<file path="config.mk">
export PLATFORM = sky130hd
export DESIGN_NAME = instr_fetch_unit_flat
export DESIGN_NICKNAME = d
export VERILOG_FILES = /design/src/rtl/instr_fetch_unit_pkg.sv /design/src/rtl/instr_fetch_unit_if.sv /design/src/rtl/instr_fetch_unit_fifo_sync.sv /design/src/rtl/instr_fetch_unit.sv /design/src/flat_wrapper.sv
export SDC_FILE = /design/constraint.sdc
export NUM_CORES = 1
export LEC_CHECK = 0
export CAP_MARGIN = 20
export CORE_ASPECT_RATIO = 0.5
export CORE_MARGIN = 2
export CORE_UTILIZATION = 35
export CTS_BUF_LIST = sky130_fd_sc_hd__clkbuf_8
export CTS_CLUSTER_DIAMETER = 80
export DETAILED_ROUTE_END_ITERATION = 7
export SLEW_MARGIN = 0
export SYNTH_ARGS = -nofsm -noshare
export SYNTH_HDL_FRONTEND = slang
export SYNTH_SLANG_ARGS = --single-unit
</file>
<file path="constraint.sdc">
create_clock -name clk_in -period 3.3 [get_ports clk_in]
set_input_delay 0.66 -clock clk_in [delete_from_list [all_inputs] [get_ports clk_in]]
set_output_delay 0.66 -clock clk_in [all_outputs]
set_load 0.03 [all_outputs]
</file>
<file path="src/rtl/instr_fetch_unit_pkg.sv">
// Shared constants for the instruction fetch stage: default widths, PC increment
// and the width of occupancy/credit counters sized for DEPTH entries.
package fetch_pkg;
  localparam int ADDR_W_DEFAULT = 32;
  localparam int DATA_W_DEFAULT = 32;
  localparam int PC_STEP        = 4;

  // Counters must represent 0..DEPTH inclusive.
  function automatic int cnt_w(input int depth);
    return $clog2(depth) + 1;
  endfunction
endpackage

</file>
<file path="src/rtl/instr_fetch_unit_if.sv">
// Bus bundles around the fetch stage: the instruction-memory request/response
// channel and the valid/ready channel toward decode.
interface fetch_mem_if #(
  parameter int ADDR_W = fetch_pkg::ADDR_W_DEFAULT,
  parameter int DATA_W = fetch_pkg::DATA_W_DEFAULT
);
  logic              imem_req_valid_out;
  logic              imem_req_ready_in;
  logic [ADDR_W-1:0] imem_req_addr_out;
  logic              imem_rsp_valid_in;
  logic [DATA_W-1:0] imem_rsp_data_in;

  modport master (
    output imem_req_valid_out, imem_req_addr_out,
    input  imem_req_ready_in, imem_rsp_valid_in, imem_rsp_data_in
  );
  modport slave (
    input  imem_req_valid_out, imem_req_addr_out,
    output imem_req_ready_in, imem_rsp_valid_in, imem_rsp_data_in
  );
endinterface

interface fetch_dec_if #(
  parameter int ADDR_W = fetch_pkg::ADDR_W_DEFAULT,
  parameter int DATA_W = fetch_pkg::DATA_W_DEFAULT
);
  logic              instr_valid_out;
  logic              instr_ready_in;
  logic [DATA_W-1:0] instr_out;
  logic [ADDR_W-1:0] instr_pc_out;

  modport master (
    output instr_valid_out, instr_out, instr_pc_out,
    input  instr_ready_in
  );
  modport slave (
    input  instr_valid_out, instr_out, instr_pc_out,
    output instr_ready_in
  );
endinterface

</file>
<file path="src/rtl/instr_fetch_unit_fifo_sync.sv">
// Synchronous circular FIFO with push/pop/clear, occupancy count and a
// combinational head. Storage is not reset; only pointers and count are.
module fifo_sync #(
  parameter int WIDTH = 32,
  parameter int DEPTH = 4
) (
  input  logic                     clk,
  input  logic                     rst_n,
  input  logic                     push,
  input  logic [WIDTH-1:0]         push_data,
  input  logic                     pop,
  input  logic                     clear,
  output logic [$clog2(DEPTH):0]   count,
  output logic [WIDTH-1:0]         head
);
  localparam int PW = $clog2(DEPTH);
  localparam logic [PW:0] FULL = (PW+1)'(DEPTH);

  logic [WIDTH-1:0] mem [DEPTH];
  logic [PW-1:0]    wr_ptr;
  logic [PW-1:0]    rd_ptr;
  logic             do_push;
  logic             do_pop;

  // A push into a full FIFO is only legal when the head leaves in the same cycle.
  always_comb begin
    do_pop  = pop && (count != '0);
    do_push = push && ((count < FULL) || do_pop);
  end

  always_ff @(posedge clk or negedge rst_n) begin
    if (!rst_n) begin
      wr_ptr <= '0;
      rd_ptr <= '0;
      count  <= '0;
    end else if (clear) begin
      wr_ptr <= '0;
      rd_ptr <= '0;
      count  <= '0;
    end else begin
      if (do_push) wr_ptr <= wr_ptr + PW'(1);
      if (do_pop)  rd_ptr <= rd_ptr + PW'(1);
      count <= count + (PW+1)'(do_push) - (PW+1)'(do_pop);
    end
  end

  always_ff @(posedge clk) begin
    if (do_push && !clear) mem[wr_ptr] <= push_data;
  end

  assign head = mem[rd_ptr];
endmodule

</file>
<file path="src/rtl/instr_fetch_unit.sv">
// Fetch stage: issues in-order imem requests at pc_in, tags responses with their
// PC, buffers them for decode and discards in-flight fetches on flush.
module instr_fetch_unit
  import fetch_pkg::*;
#(
  parameter int DEPTH  = 4,
  parameter int ADDR_W = ADDR_W_DEFAULT,
  parameter int DATA_W = DATA_W_DEFAULT
) (
  input  logic              clk_in,
  input  logic              rst_n_in,
  input  logic [ADDR_W-1:0] pc_in,
  output logic              pc_advance_out,
  input  logic              flush_in,
  fetch_mem_if.master       mem,
  fetch_dec_if.master       dec
);
  localparam int CW = cnt_w(DEPTH);
  localparam logic [CW:0] DEPTH_C = (CW+1)'(DEPTH);
  localparam int BW = DATA_W + ADDR_W;

  logic [CW-1:0]     out_cnt;
  logic [CW-1:0]     drop_cnt;
  logic [CW-1:0]     tag_cnt;
  logic [CW-1:0]     buf_cnt;
  logic [CW-1:0]     out_cnt_rsp;
  logic [CW:0]       credit_used;
  logic [ADDR_W-1:0] tag_head;
  logic [BW-1:0]     buf_head;
  logic              req_valid;
  logic              accept;
  logic              rsp_ok;
  logic              rsp_drop;
  logic              rsp_live;
  logic              dec_fire;

  // Credit is reserved at issue, so every accepted request has a buffer slot.
  always_comb begin
    credit_used = {1'b0, out_cnt} + {1'b0, buf_cnt};
    req_valid   = rst_n_in && !flush_in && (credit_used < DEPTH_C);
    accept      = req_valid && mem.imem_req_ready_in;
    rsp_ok      = mem.imem_rsp_valid_in && (out_cnt != '0);
    rsp_drop    = rsp_ok && (drop_cnt != '0);
    rsp_live    = rsp_ok && (drop_cnt == '0) && (tag_cnt != '0);
    out_cnt_rsp = out_cnt - CW'(rsp_ok);
    dec_fire    = dec.instr_valid_out && dec.instr_ready_in;
  end

  assign mem.imem_req_valid_out = req_valid;
  assign mem.imem_req_addr_out  = pc_in;
  assign pc_advance_out         = accept;

  // Outstanding-request bookkeeping; on flush every remaining response is doomed.
  always_ff @(posedge clk_in or negedge rst_n_in) begin
    if (!rst_n_in) begin
      out_cnt  <= '0;
      drop_cnt <= '0;
    end else if (flush_in) begin
      out_cnt  <= out_cnt_rsp;
      drop_cnt <= out_cnt_rsp;
    end else begin
      out_cnt  <= out_cnt_rsp + CW'(accept);
      drop_cnt <= drop_cnt - CW'(rsp_drop);
    end
  end

  fifo_sync #(.WIDTH(ADDR_W), .DEPTH(DEPTH)) u_tag_q (
    .clk       (clk_in),
    .rst_n     (rst_n_in),
    .push      (accept),
    .push_data (pc_in),
    .pop       (rsp_live),
    .clear     (flush_in),
    .count     (tag_cnt),
    .head      (tag_head)
  );

  fifo_sync #(.WIDTH(BW), .DEPTH(DEPTH)) u_instr_buf (
    .clk       (clk_in),
    .rst_n     (rst_n_in),
    .push      (rsp_live),
    .push_data ({mem.imem_rsp_data_in, tag_head}),
    .pop       (dec_fire),
    .clear     (flush_in),
    .count     (buf_cnt),
    .head      (buf_head)
  );

  // Head fields are forced to zero while empty so reset shows clean outputs.
  assign dec.instr_valid_out = (buf_cnt != '0);
  assign dec.instr_out       = dec.instr_valid_out ? buf_head[ADDR_W +: DATA_W] : '0;
  assign dec.instr_pc_out    = dec.instr_valid_out ? buf_head[ADDR_W-1:0] : '0;
endmodule

</file>
<file path="src/flat_wrapper.sv">
// flat-port wrapper written by rule: the top's interface ports become plain ports
module instr_fetch_unit_flat import fetch_pkg::*;
#(
  parameter int DEPTH  = 4,
  parameter int ADDR_W = ADDR_W_DEFAULT,
  parameter int DATA_W = DATA_W_DEFAULT
)
  (clk_in, rst_n_in, pc_in, pc_advance_out, flush_in, mem_imem_req_valid_out, mem_imem_req_addr_out, mem_imem_req_ready_in, mem_imem_rsp_valid_in, mem_imem_rsp_data_in, dec_instr_valid_out, dec_instr_out, dec_instr_pc_out, dec_instr_ready_in);
  fetch_mem_if #(.ADDR_W(ADDR_W), .DATA_W(DATA_W)) mem_i ();
  fetch_dec_if #(.ADDR_W(ADDR_W), .DATA_W(DATA_W)) dec_i ();
  input  logic clk_in;
  input  logic rst_n_in;
  input  logic [ADDR_W-1:0] pc_in;
  output logic pc_advance_out;
  input  logic flush_in;
  output wire logic [$bits(mem_i.imem_req_valid_out)-1:0] mem_imem_req_valid_out;
  output wire logic [$bits(mem_i.imem_req_addr_out)-1:0] mem_imem_req_addr_out;
  input wire logic [$bits(mem_i.imem_req_ready_in)-1:0] mem_imem_req_ready_in;
  input wire logic [$bits(mem_i.imem_rsp_valid_in)-1:0] mem_imem_rsp_valid_in;
  input wire logic [$bits(mem_i.imem_rsp_data_in)-1:0] mem_imem_rsp_data_in;
  output wire logic [$bits(dec_i.instr_valid_out)-1:0] dec_instr_valid_out;
  output wire logic [$bits(dec_i.instr_out)-1:0] dec_instr_out;
  output wire logic [$bits(dec_i.instr_pc_out)-1:0] dec_instr_pc_out;
  input wire logic [$bits(dec_i.instr_ready_in)-1:0] dec_instr_ready_in;
  assign mem_imem_req_valid_out = mem_i.imem_req_valid_out;
  assign mem_imem_req_addr_out = mem_i.imem_req_addr_out;
  assign mem_i.imem_req_ready_in = mem_imem_req_ready_in;
  assign mem_i.imem_rsp_valid_in = mem_imem_rsp_valid_in;
  assign mem_i.imem_rsp_data_in = mem_imem_rsp_data_in;
  assign dec_instr_valid_out = dec_i.instr_valid_out;
  assign dec_instr_out = dec_i.instr_out;
  assign dec_instr_pc_out = dec_i.instr_pc_out;
  assign dec_i.instr_ready_in = dec_instr_ready_in;
  instr_fetch_unit #(.DEPTH(DEPTH), .ADDR_W(ADDR_W), .DATA_W(DATA_W)) u_core (.clk_in(clk_in), .rst_n_in(rst_n_in), .pc_in(pc_in), .pc_advance_out(pc_advance_out), .flush_in(flush_in), .mem(mem_i), .dec(dec_i));
endmodule
</file>
* Word-level counts from Yosys, hierarchy flattened
Memory sizes are Yosys's and may differ from the RTL's.
Cells that the tools add are included.
** Word-level totals
- Logic and storage cells :: 69
- Memories :: 2
- Output and inout port bits :: 99
- Input bits :: 70
- Bits in registers :: 20
- Memory bits (writable) :: 384
** Cells by class
- Order comparisons :: 3
- $add $sub $neg :: 12
- Muxes and demuxes :: 18
- Reduce and logical (&&, ||, !) cells :: 26
** Memories
- u_core.u_instr_buf.mem :: depth 4, width 64, read ports 1, clocked after Yosys merged registers in 0, wr ports 1, line instr_fetch_unit_fifo_sync.sv:19 : logic [WIDTH-1:0] mem [DEPTH];
- u_core.u_tag_q.mem :: depth 4, width 32, read ports 1, clocked after Yosys merged registers in 0, wr ports 1, line instr_fetch_unit_fifo_sync.sv:19
** Operator list (number)
- $mux W32 :: 2
- $mux W2 :: 8
- $logic_and A1 B1 Y1 :: 14
- $mux W3 :: 4
- $reduce_bool A3 Y1 :: 4
- $sub A3 B1 Y3 :: 4
- $add A3 B1 Y3 :: 3
- $add A2 B1 Y2 const B :: 4
- $reduce_bool A2 Y1 :: 4
- $lt A3 B3 Y1 const B :: 2
- $add A3 B3 Y4 :: 1
- $lt A4 B3 Y1 const B :: 1
- $mux W1 :: 4
- $logic_not A3 Y1 :: 1
- $logic_or A1 B1 Y1 :: 2
- $logic_not A1 Y1 :: 1

* Depth between registers and ports, before layout
Gate-level depths: netlist of run 1.
- Depth in word-level cells :: 10
- Depth in mapped cells :: 12
- Mapped depth without buffers :: 12

* Modules after synthesis
Synthesis of run 1 repeated with hierarchy kept, for this count alone.
** Second synthesis, totals
- Cell total of the unflattened synthesis :: 732
- Area total of the unflattened synthesis :: 15942.8 µm²
** By module, submodules not included
- fifo_sync at u_core.u_instr_buf :: sequential area each 7862.5 µm², instances 1, cells an instance 378, area an instance 9679.3 µm²
- fifo_sync at u_core.u_tag_q :: sequential area each 4018.9 µm², instances 1, cells an instance 211, area an instance 5112.4 µm²
- instr_fetch_unit :: sequential area each 150.1 µm², instances 1, cells an instance 143, area an instance 1151.1 µm²

* Worst setup path before layout of run 1
OpenSTA, ideal clock, no wires.
- Kind :: input to register
- From :: input mem_imem_rsp_valid_in
- To :: memory u_core.u_instr_buf.mem[0][0] (netlist name) (enable)
- Setup time :: 429 ps
- Path buffers :: 0
- Required time :: 2871 ps
- Stages :: 4
- Path slack :: 80 ps
- Arrival time :: 2791 ps
- Cell sequence :: o31a_1 > o2111ai_2 > nor2_1 > and2_1
** Between the ends
- Word-level cells in the longest chain between the ends :: 7
** RTL lines
- from (decl) :: line flat_wrapper.sv:19 : input wire logic [$bits(mem_i.imem_rsp_valid_in)-1:0] mem_imem_rsp_valid_in;
- $logic_and A1 B1 Y1 :: line instr_fetch_unit.sv:42 : rsp_ok = mem.imem_rsp_valid_in && (out_cnt != '0);
- $logic_and A1 B1 Y1 (2 in series) :: line instr_fetch_unit.sv:44 : rsp_live = rsp_ok && (drop_cnt == '0) && (tag_cnt != '0);
- $logic_and A1 B1 Y1 :: line instr_fetch_unit_fifo_sync.sv:28 : do_push = push && ((count < FULL) || do_pop);
- $logic_and A1 B1 Y1 :: line instr_fetch_unit_fifo_sync.sv:48 : if (do_push && !clear) mem[wr_ptr] <= push_data;
- $mux W1 :: line instr_fetch_unit_fifo_sync.sv:48
- $mux W1 (not written as such) :: line instr_fetch_unit_fifo_sync.sv:48
- to (decl) :: line instr_fetch_unit_fifo_sync.sv:19
Every way passes these cells.

* Worst setup path in the final report of run 1
- From :: register u_core.u_instr_buf.rd_ptr[0]
- To :: output dec_instr_pc_out[27]
** Between the ends
- Word-level cells in the longest chain between the ends :: 2
** RTL lines
- from (decl) :: line instr_fetch_unit_fifo_sync.sv:21 : logic [PW-1:0] rd_ptr;
- from (signal assigned) :: line instr_fetch_unit_fifo_sync.sv:42 : if (do_pop) rd_ptr <= rd_ptr + PW'(1);
- $mem_v2 Z4 W64
- $mux W32 :: line instr_fetch_unit.sv:92 : assign dec.instr_pc_out = dec.instr_valid_out ? buf_head[ADDR_W-1:0] : '0;
- to (decl) :: line flat_wrapper.sv:23 : output wire logic [$bits(dec_i.instr_pc_out)-1:0] dec_instr_pc_out;
Every way passes these cells.

==> results of run 1 <==
-- path summary, 6_finish.rpt --
| kind | start | endpoint | slack (ps) | depth (start not counted) |
|---|---|---|---|---|
| max | u_core.u_instr_buf.rd_ptr[0]$_DFFE_PN0P_ | dec_instr_pc_out[27] | 120 | 4 |
| min | rst_n_in | u_core.drop_cnt[2]$_DFF_PN0_ | 470 | 2 |
| max reg2reg | u_core.u_instr_buf.count[2]$_DFF_PN0_ | u_core.u_tag_q.count[2]$_DFF_PN0_ | 630 | 12 |
| min reg2reg | u_core.u_tag_q.wr_ptr[0]$_DFFE_PN0P_ | u_core.u_tag_q.wr_ptr[0]$_DFFE_PN0P_ | 550 | 1 |
| max in group asynchronous | rst_n_in | u_core.u_instr_buf.rd_ptr[0]$_DFFE_PN0P_ | 2570 | 2 |
| min in group clk_in | u_core.u_tag_q.wr_ptr[0]$_DFFE_PN0P_ | u_core.u_tag_q.wr_ptr[0]$_DFFE_PN0P_ | 550 | 1 |
-- cells in the mapped netlist --
cell type                   count
sky130_fd_sc_hd__a21oi_1        1
sky130_fd_sc_hd__a21oi_2        1
sky130_fd_sc_hd__and2_1        73
sky130_fd_sc_hd__and3_1         2
sky130_fd_sc_hd__buf_1          1
sky130_fd_sc_hd__buf_2         12
sky130_fd_sc_hd__buf_4         34
sky130_fd_sc_hd__buf_6          5
sky130_fd_sc_hd__clkbuf_1      11
sky130_fd_sc_hd__dfrtp_1       20
sky130_fd_sc_hd__edfxtp_1     384
sky130_fd_sc_hd__fa_1           2
sky130_fd_sc_hd__ha_1          20
sky130_fd_sc_hd__inv_1         17
sky130_fd_sc_hd__mux2_1         1
sky130_fd_sc_hd__mux2_2         2
sky130_fd_sc_hd__mux2i_1        4
sky130_fd_sc_hd__mux4_2        96
sky130_fd_sc_hd__nand2_1        1
sky130_fd_sc_hd__nand2b_1       1
sky130_fd_sc_hd__nand3_1        2
sky130_fd_sc_hd__nand4_1        2
sky130_fd_sc_hd__nor2_1        13
sky130_fd_sc_hd__nor2b_1        4
sky130_fd_sc_hd__nor3_2         1
sky130_fd_sc_hd__nor4_1         1
sky130_fd_sc_hd__o2111ai_2      1
sky130_fd_sc_hd__o31a_1         1
sky130_fd_sc_hd__or3_1          2
sky130_fd_sc_hd__xnor2_1        7
sky130_fd_sc_hd__xor2_1         5
-- sequential cells by signal (all words and copies together) (netlist names), 3 cells and up --
signal / flops
u_core.u_instr_buf.count: 3
u_core.drop_cnt: 3
u_core.u_instr_buf.mem: 256
u_core.out_cnt: 3
u_core.u_tag_q.count: 3
u_core.u_tag_q.mem: 128
-- metal layers --
metal / vias up / share of wire, % / GRT usage, % / routed length [um]
met2: 100 / 56 / 25.8 / 17400
met5: - / 0 / 0 / 0
li1: 3283 / - / - / -
met4: 0 / 1.7 / 3.77 / 543
met1: 3911 / 40 / 14.9 / 12300
met3: 44 / 2.9 / 2.54 / 887
-- layout make-up --
| cell class | instances | share of cell area [%] |
|---|---|---|
| repair buffers | 203 | 10.7 |
| well taps | 588 | 3.83 |
| multi-input cells | 243 | 17.1 |
| clock buffers | 61 | 4.37 |
| inverters | 17 | 0.332 |
| clock inverters | 46 | 0.945 |
| flip-flops and latches | 404 | 62.7 |
-- power breakdown --
| part | total, uW | internal, uW | leakage (uW) | switching (uW) |
|---|---|---|---|---|
| registers | 5890 | 5770 | 0.00371 | 120 |
| clock network | 3490 | 1700 | 0.000609 | 1790 |
| logic | 3800 | 1560 | 0.00218 | 2240 |
-- kinds of logic (layout without fill, tap and decap cells) --
family | Yosys count | in the layout | synth area share [%]
buffers and inverters | 80 | 327 | 3.04
adder cells (fa/ha/maj) | 22 | 22 | 1.84
AND/OR/NAND/NOR | 102 | 102 | 3.83
flip-flops | 404 | 404 | 76.2
XOR/XNOR | 12 | 12 | 0.666
multiplexers | 103 | 103 | 14.2
AO/OA/AOI/OAI | 4 | 4 | 0.238
-- stage by stage --
step / area, um^2 / worst slack (ps) / hold slack, ps
2_1_floorplan: 15800 / 79.9 / 364
3_3_place_gp: 18200 / 379 / 528
3_5_place_dp: 18200 / 329 / 550
4_1_cts: 19200 / 36.0 / 440
5_1_grt: 19200 / 19.3 / 477
6_report: 19200 / 121 / 471
-- placed cells by master, fill, tap and decap left out, types with 5 or more instances in the layout --
| cell | Yosys | routed |
|---|---|---|
| sky130_fd_sc_hd__mux4_2 | 96 | 96 |
| sky130_fd_sc_hd__inv_1 | 17 | 41 |
| sky130_fd_sc_hd__and2_1 | 73 | 65 |
| sky130_fd_sc_hd__dlygate4sd2_1 | 0 | 61 |
| sky130_fd_sc_hd__xor2_1 | 5 | 5 |
| sky130_fd_sc_hd__clkinv_1 | 0 | 17 |
| sky130_fd_sc_hd__dfrtp_1 | 20 | 17 |
| sky130_fd_sc_hd__edfxtp_1 | 384 | 384 |
| sky130_fd_sc_hd__buf_12 | 0 | 12 |
| sky130_fd_sc_hd__clkbuf_8 | 0 | 61 |
| sky130_fd_sc_hd__buf_4 | 34 | 25 |
| sky130_fd_sc_hd__nor2_1 | 13 | 13 |
| sky130_fd_sc_hd__ha_1 | 20 | 20 |
| sky130_fd_sc_hd__clkdlybuf4s50_1 | 0 | 102 |
| sky130_fd_sc_hd__xnor2_1 | 7 | 7 |
-- repair_timing --
item	in CTS	in global routing
resized for setup	62	1
pin swaps	0	0
gates cloned	1	0
endpoints found under the setup margin	61	2
setup buffers	1	0
==> impl_results.md, run 1 <==
- Clock Sink Count: 404
- Floorplan die area: 0.0469 mm^2
- Final Wtd Congestion: 0.706
- Routed WL: 31.1 mm
- Critical path, cell by cell: buf_12, mux4_2, and2_1, dlygate4sd2_1
- Largest net degree at the start of global routing: 42
- Width of the chip: 304 um
- Final clock skew: 16.3 ps
- Delay of the slowest cell on the worst path: 580 ps
- Count of nets after finishing: 1020
- Number of nets produced by synthesis: 819
- Area of the placeable core: 0.0441 mm^2
- Count of endpoints failing hold in the final timing report: 0
- Htree depth: 2
- Result of the run: finished, final reports clean
- Count of different cell masters after synthesis: 31
- Area growth from synthesis to final layout: 21.6%
- Number of top-level design ports: 169
- N_diodes: 0
- Highest ir drop seen on vdd: 0.000434 V
- Remaining global-route overflow: 0
- Measured slew at the worst slew-check pin: 690 ps
- Number of hold buffers added after CTS: 0
- Unrepaired setup endpoints after global routing: false
- Worst skew pair latency: 600 ps
- Type of origin of the critical path: flop
- Max stage delay cell, worst path: sky130_fd_sc_hd__mux4_2
- Post-Synthesis Cell Area: 0.0158 mm^2
- Total of max-cap violations: 0
- Count of standard-cell rows: 54
- Floorplan die height: 154 um
- Total vias in the final route: 7338
- Setup CP Type: reg -> out
- Combined area of the multi-input logic cells: 0.00329 mm^2
- Via count of the first global-routing pass: 8143
- Achievable Freq: 315 MHz
- Top delay family on crit path: buffers and inverters
- TritonCTS clock tree: built
- Number of buffers between clock root and the deepest sink: 3
- Total count of max-transition violations in the final report: 0
- Period minus WS final: 3180 ps
- Vias per inst: 4.70
- Ys Warns: 0
- Layout Utilization: 43.6%
- Number of fillers in the final layout: 3811
- Normalized max-slew margin: 54.0%
- Fin Setup TNS: 0 ps
- Share of the cycle needed by the critical path after routing: 96.3%
- Lkg Pwr: 0.00649 uW
- Initial core utilization: 35.8%
- CTS Root Buffer Type: sky130_fd_sc_hd__clkbuf_8
- Endpoint type of the worst setup path: primary output
- Total buffers and inverters traversed by the critical path: 2
- Biggest area contributors in the synthesized netlist: sky130_fd_sc_hd__edfxtp_1, sky130_fd_sc_hd__mux4_2, sky130_fd_sc_hd__dfrtp_1
- Clock-pin slew on the worst setup and hold paths: 70 ps
- Register cell area after layout: 0.0120 mm^2
- Count of buffers from port buffering: 168
- Mean area per synthesized cell: 21.7 um^2
- Total global-route track usage: 13.3%
- Cell count after placement: 1453
- Syn Inst Count: 727
- Mean routed wirelength per cell: 19.9 um
- Half-perimeter wire length after detailed placement: 18.5 mm
- Flop and latch count out of synthesis: 404
- Global-route wire length before repair: 47.6 mm
- Required @ worst endpoint: 2640 ps
- Cts bufs inserted: 59
- Finish-stage setup viols: 0
- Crit path arrival time: 2520 ps
- Number of remaining DRC errors: 0
- Antenna violations before repair: 0
- Sequential cell area fraction in the yosys report: 76.2%
- Number of detailed-routing iterations run before antenna repair: 6
- Final Instance Count excl. Fillers: 1562
- Count of routing violations after the opening detailed-route iteration: 371
- Remaining antenna violation count: 0
- Power density relative to cell area: 686 mW/mm^2
- Largest fanout on the critical path: 24
- Library cell occupying the most area in the post-synthesis netlist: sky130_fd_sc_hd__edfxtp_1
- Fraction of layout cells with a size suffix above 1: 22.5%
- Power, Total: 13200 uW
- Portion of synthesized cell area occupied by the leading cell type: 73.1%
- Min-delay worst type: in -> async
Power figures use the tool's default switching activity.
==> inputs of run 2 (changes only) <==
CTS_CLUSTER_DIAMETER = default   (was 80)
==> results of run 2 <==
The final DEF is identical to that of run 1; final timing and power are the same.
==> inputs of run 3 (changes only) <==
CORE_MARGIN = default   (was 2)
CTS_CLUSTER_SIZE = 28   (was default)
clock period = 3.1 ns   (was 3.3 ns; I/O delays follow)
==> run 3 against run 2 <==
Net effect:
- total power up 8.7%
- count of clock-buffer cells in the layout down 2
- register-to-register slack worse by 140 ps
- critical path depth unchanged
- sequential share of layout area down 0.24 points
- flip-flop and latch count unchanged
- sequential power up 6.1%
- hold slack worse by 53 ps
- non-clock buffer count down 7
- combinational power up 6.8%
- critical path type unchanged
- largest cell class unchanged
- highest routed layer unchanged
==> impl_results.md, run 3 (synthesized netlist as in run 1, its figures left out) <==
- Clock-pin slew on the worst setup and hold paths: 60 ps (about the same)
- Final clock skew: 23.7 ps (+7.35 ps)
- Floorplan die height: 152 um (-1.3%)
- Period minus WS final: 3050 ps
- Antenna violations before repair: 0 (unchanged)
- CTS Root Buffer Type: sky130_fd_sc_hd__clkbuf_8
- Min-delay worst type: in -> async
- Half-perimeter wire length after detailed placement: 17.9 mm (-3.4%)
- Power, Total: 14300 uW (+8.7%)
- Highest ir drop seen on vdd: 0.000375 V (-13%)
- Worst setup slack before clock tree synthesis: 194 ps (-135 ps)
- Number of remaining DRC errors: 0 (unchanged)
- Setup WS post-layout: 49.9 ps (-71.3 ps)
- Global-route wire length before repair: 46.7 mm (-2.0%)
- Clock Sink Count: 404 (unchanged)
- Power density relative to cell area: 743 mW/mm^2 (+8.3%)
- Count of routing violations after the opening detailed-route iteration: 389 (+4.9%)
- Unrepaired setup endpoints after global routing: true
- Mean routed wirelength per cell: 19.3 um (-3.3%)
- Remaining global-route overflow: 0 (unchanged)
- Type of origin of the critical path: flop
- Total global-route track usage: 13.4% (+0.077 points)
- Via count of the first global-routing pass: 8156 (+0.16%)
- Crit path arrival time: 2430 ps (-90 ps)
- Normalized max-slew margin: 50.4% (-3.7 points)
- Number of detailed-routing iterations run before antenna repair: 5 (-1)
- Number of flip-flops in the largest register: 256 (unchanged)
- Register with the most flip-flops: u_core.u_instr_buf.mem
- Fraction of layout cells with a size suffix above 1: 26.9% (+4.4 points)
- Top delay family on crit path: buffers and inverters
- Total of max-cap violations: 0 (unchanged)
- Worst skew pair latency: 620 ps (+20 ps)
- Count of endpoints failing hold in the final timing report: 0 (unchanged)
- Critical path, cell by cell: buf_8, mux4_2, and2_1, dlygate4sd2_1
- Layout Utilization: 43.8% (+0.17 points)
- Finish-stage setup viols: 0 (unchanged)
- Count of standard-cell rows: 54 (unchanged)
- Largest net degree at the start of global routing: 55 (+31%)
- Achievable Freq: 328 MHz
- Share of the cycle needed by the critical path after routing: 98.4%
- Lkg Pwr: 0.00643 uW (-1.0%)
- Remaining antenna violation count: 0 (unchanged)
- TritonCTS clock tree: built
- Most frequent standard cell in the layout excluding fill and tap cells: sky130_fd_sc_hd__edfxtp_1
- Most used cells in the layout excluding fill and tap cells: sky130_fd_sc_hd__edfxtp_1, sky130_fd_sc_hd__clkdlybuf4s50_1, sky130_fd_sc_hd__mux4_2
- Number of buffers between clock root and the deepest sink: 3 (unchanged)
- Initial core utilization: 35.8% (unchanged)
- Fin Setup TNS: 0 ps (unchanged)
- Required @ worst endpoint: 2480 ps (-160 ps)
- Largest regs: u_core.u_instr_buf.mem: 256 flops, u_core.u_tag_q.mem: 128 flops
- Result of the run: finished, final reports clean
- Vias per inst: 4.68 (-0.38%)
- Post-CTS setup-driven buffer insertion count: 0 (-1)
- Count of nets after finishing: 1013 (-0.69%)
- Floorplan die area: 0.0460 mm^2 (-1.9%)
- Setup CP Type: reg -> out
- Area of the placeable core: 0.0441 mm^2 (unchanged)
- Total count of max-transition violations in the final report: 0 (unchanged)
- Total vias in the final route: 7296 (-0.57%)
- N_diodes: 0 (unchanged)
- Count of buffers from port buffering: 168 (unchanged)
- Total buffers and inverters traversed by the critical path: 2 (unchanged)
- Number of top-level design ports: 169 (unchanged)
- Max stage delay cell, worst path: sky130_fd_sc_hd__mux4_2
- Htree depth: 2 (unchanged)
- Cts bufs inserted: 59 (unchanged)
- Area growth from synthesis to final layout: 22.1%
- Largest fanout on the critical path: 14 (-42%)
- Routed WL: 30.0 mm (-3.5%)
- Width of the chip: 302 um (-0.66%)
- Endpoint type of the worst setup path: primary output
- Final Wtd Congestion: 0.727 (+3.0%)
- Measured slew at the worst slew-check pin: 745 ps (+55.0 ps)
- Min Hold Slack: 418 ps (-53.4 ps)
- Delay of the slowest cell on the worst path: 540 ps (-40 ps)
## run 3: area by class of cell
type | count | area [um^2]
Clock buffer | 59 | 812
Clock inverter | 52 | 310
Fill cell | 3807 | 24800
Inverter | 17 | 63.8
Multi-Input combinational cell | 243 | 3290
Sequential cell | 404 | 12000
Tap cell | 588 | 736
Timing Repair Buffer | 196 | 2020
## run 3: what timing repair did
action | 4_1_cts | 5_1_grt
endpoints found under the setup margin | 60 | 44
cloned | 1 | 0
hold buffers | 0 | 0
gates resized for setup | 79 | 65
## run 3: metrics by stage
stage	cell area (um^2)	cells
after detailed placement	18200	1447
after floorplan	15800	727
after global routing	19300	1559
final	19300	1559
after global placement	18200	1447
after CTS	19400	1559
## run 3: worst paths after layout
check                                                              start  cells after the start  slack [ps]                                  endpoint
worst max-delay path            u_core.u_instr_buf.rd_ptr[0]$_DFFE_PN0P_                      4          50                      dec_instr_pc_out[24]
worst min-delay path                                            rst_n_in                      2         420               u_core.out_cnt[2]$_DFF_PN0_
worst max register to register     u_core.u_instr_buf.count[2]$_DFF_PN0_                     12         490         u_core.u_tag_q.count[2]$_DFF_PN0_
worst min register to register      u_core.u_tag_q.wr_ptr[0]$_DFFE_PN0P_                      1         560      u_core.u_tag_q.wr_ptr[0]$_DFFE_PN0P_
max in group asynchronous                                       rst_n_in                      2        2420  u_core.u_instr_buf.rd_ptr[0]$_DFFE_PN0P_
min in group clk_in                 u_core.u_tag_q.wr_ptr[0]$_DFFE_PN0P_                      1         560      u_core.u_tag_q.wr_ptr[0]$_DFFE_PN0P_
## run 3: layer usage
layer  part of all wire [%]  track usage, %  up-vias  wire length, um
li1                       -               -     3269                -
met1                     39            15.3     3889            11800
met2                     56            25.3      102            16800
met3                    3.4            2.67       36             1020
met4                    1.4            3.66        0              416
met5                      0               0        -                0
## run 3: where the power goes
group          total, uW  internal [uW]  switching (uW)  leakage, uW
clock               4010           2040            1970     0.000654
sequential          6250           6140             111      0.00371
combinational       4060           1670            2390      0.00206
total              14300           9850            4470      0.00643
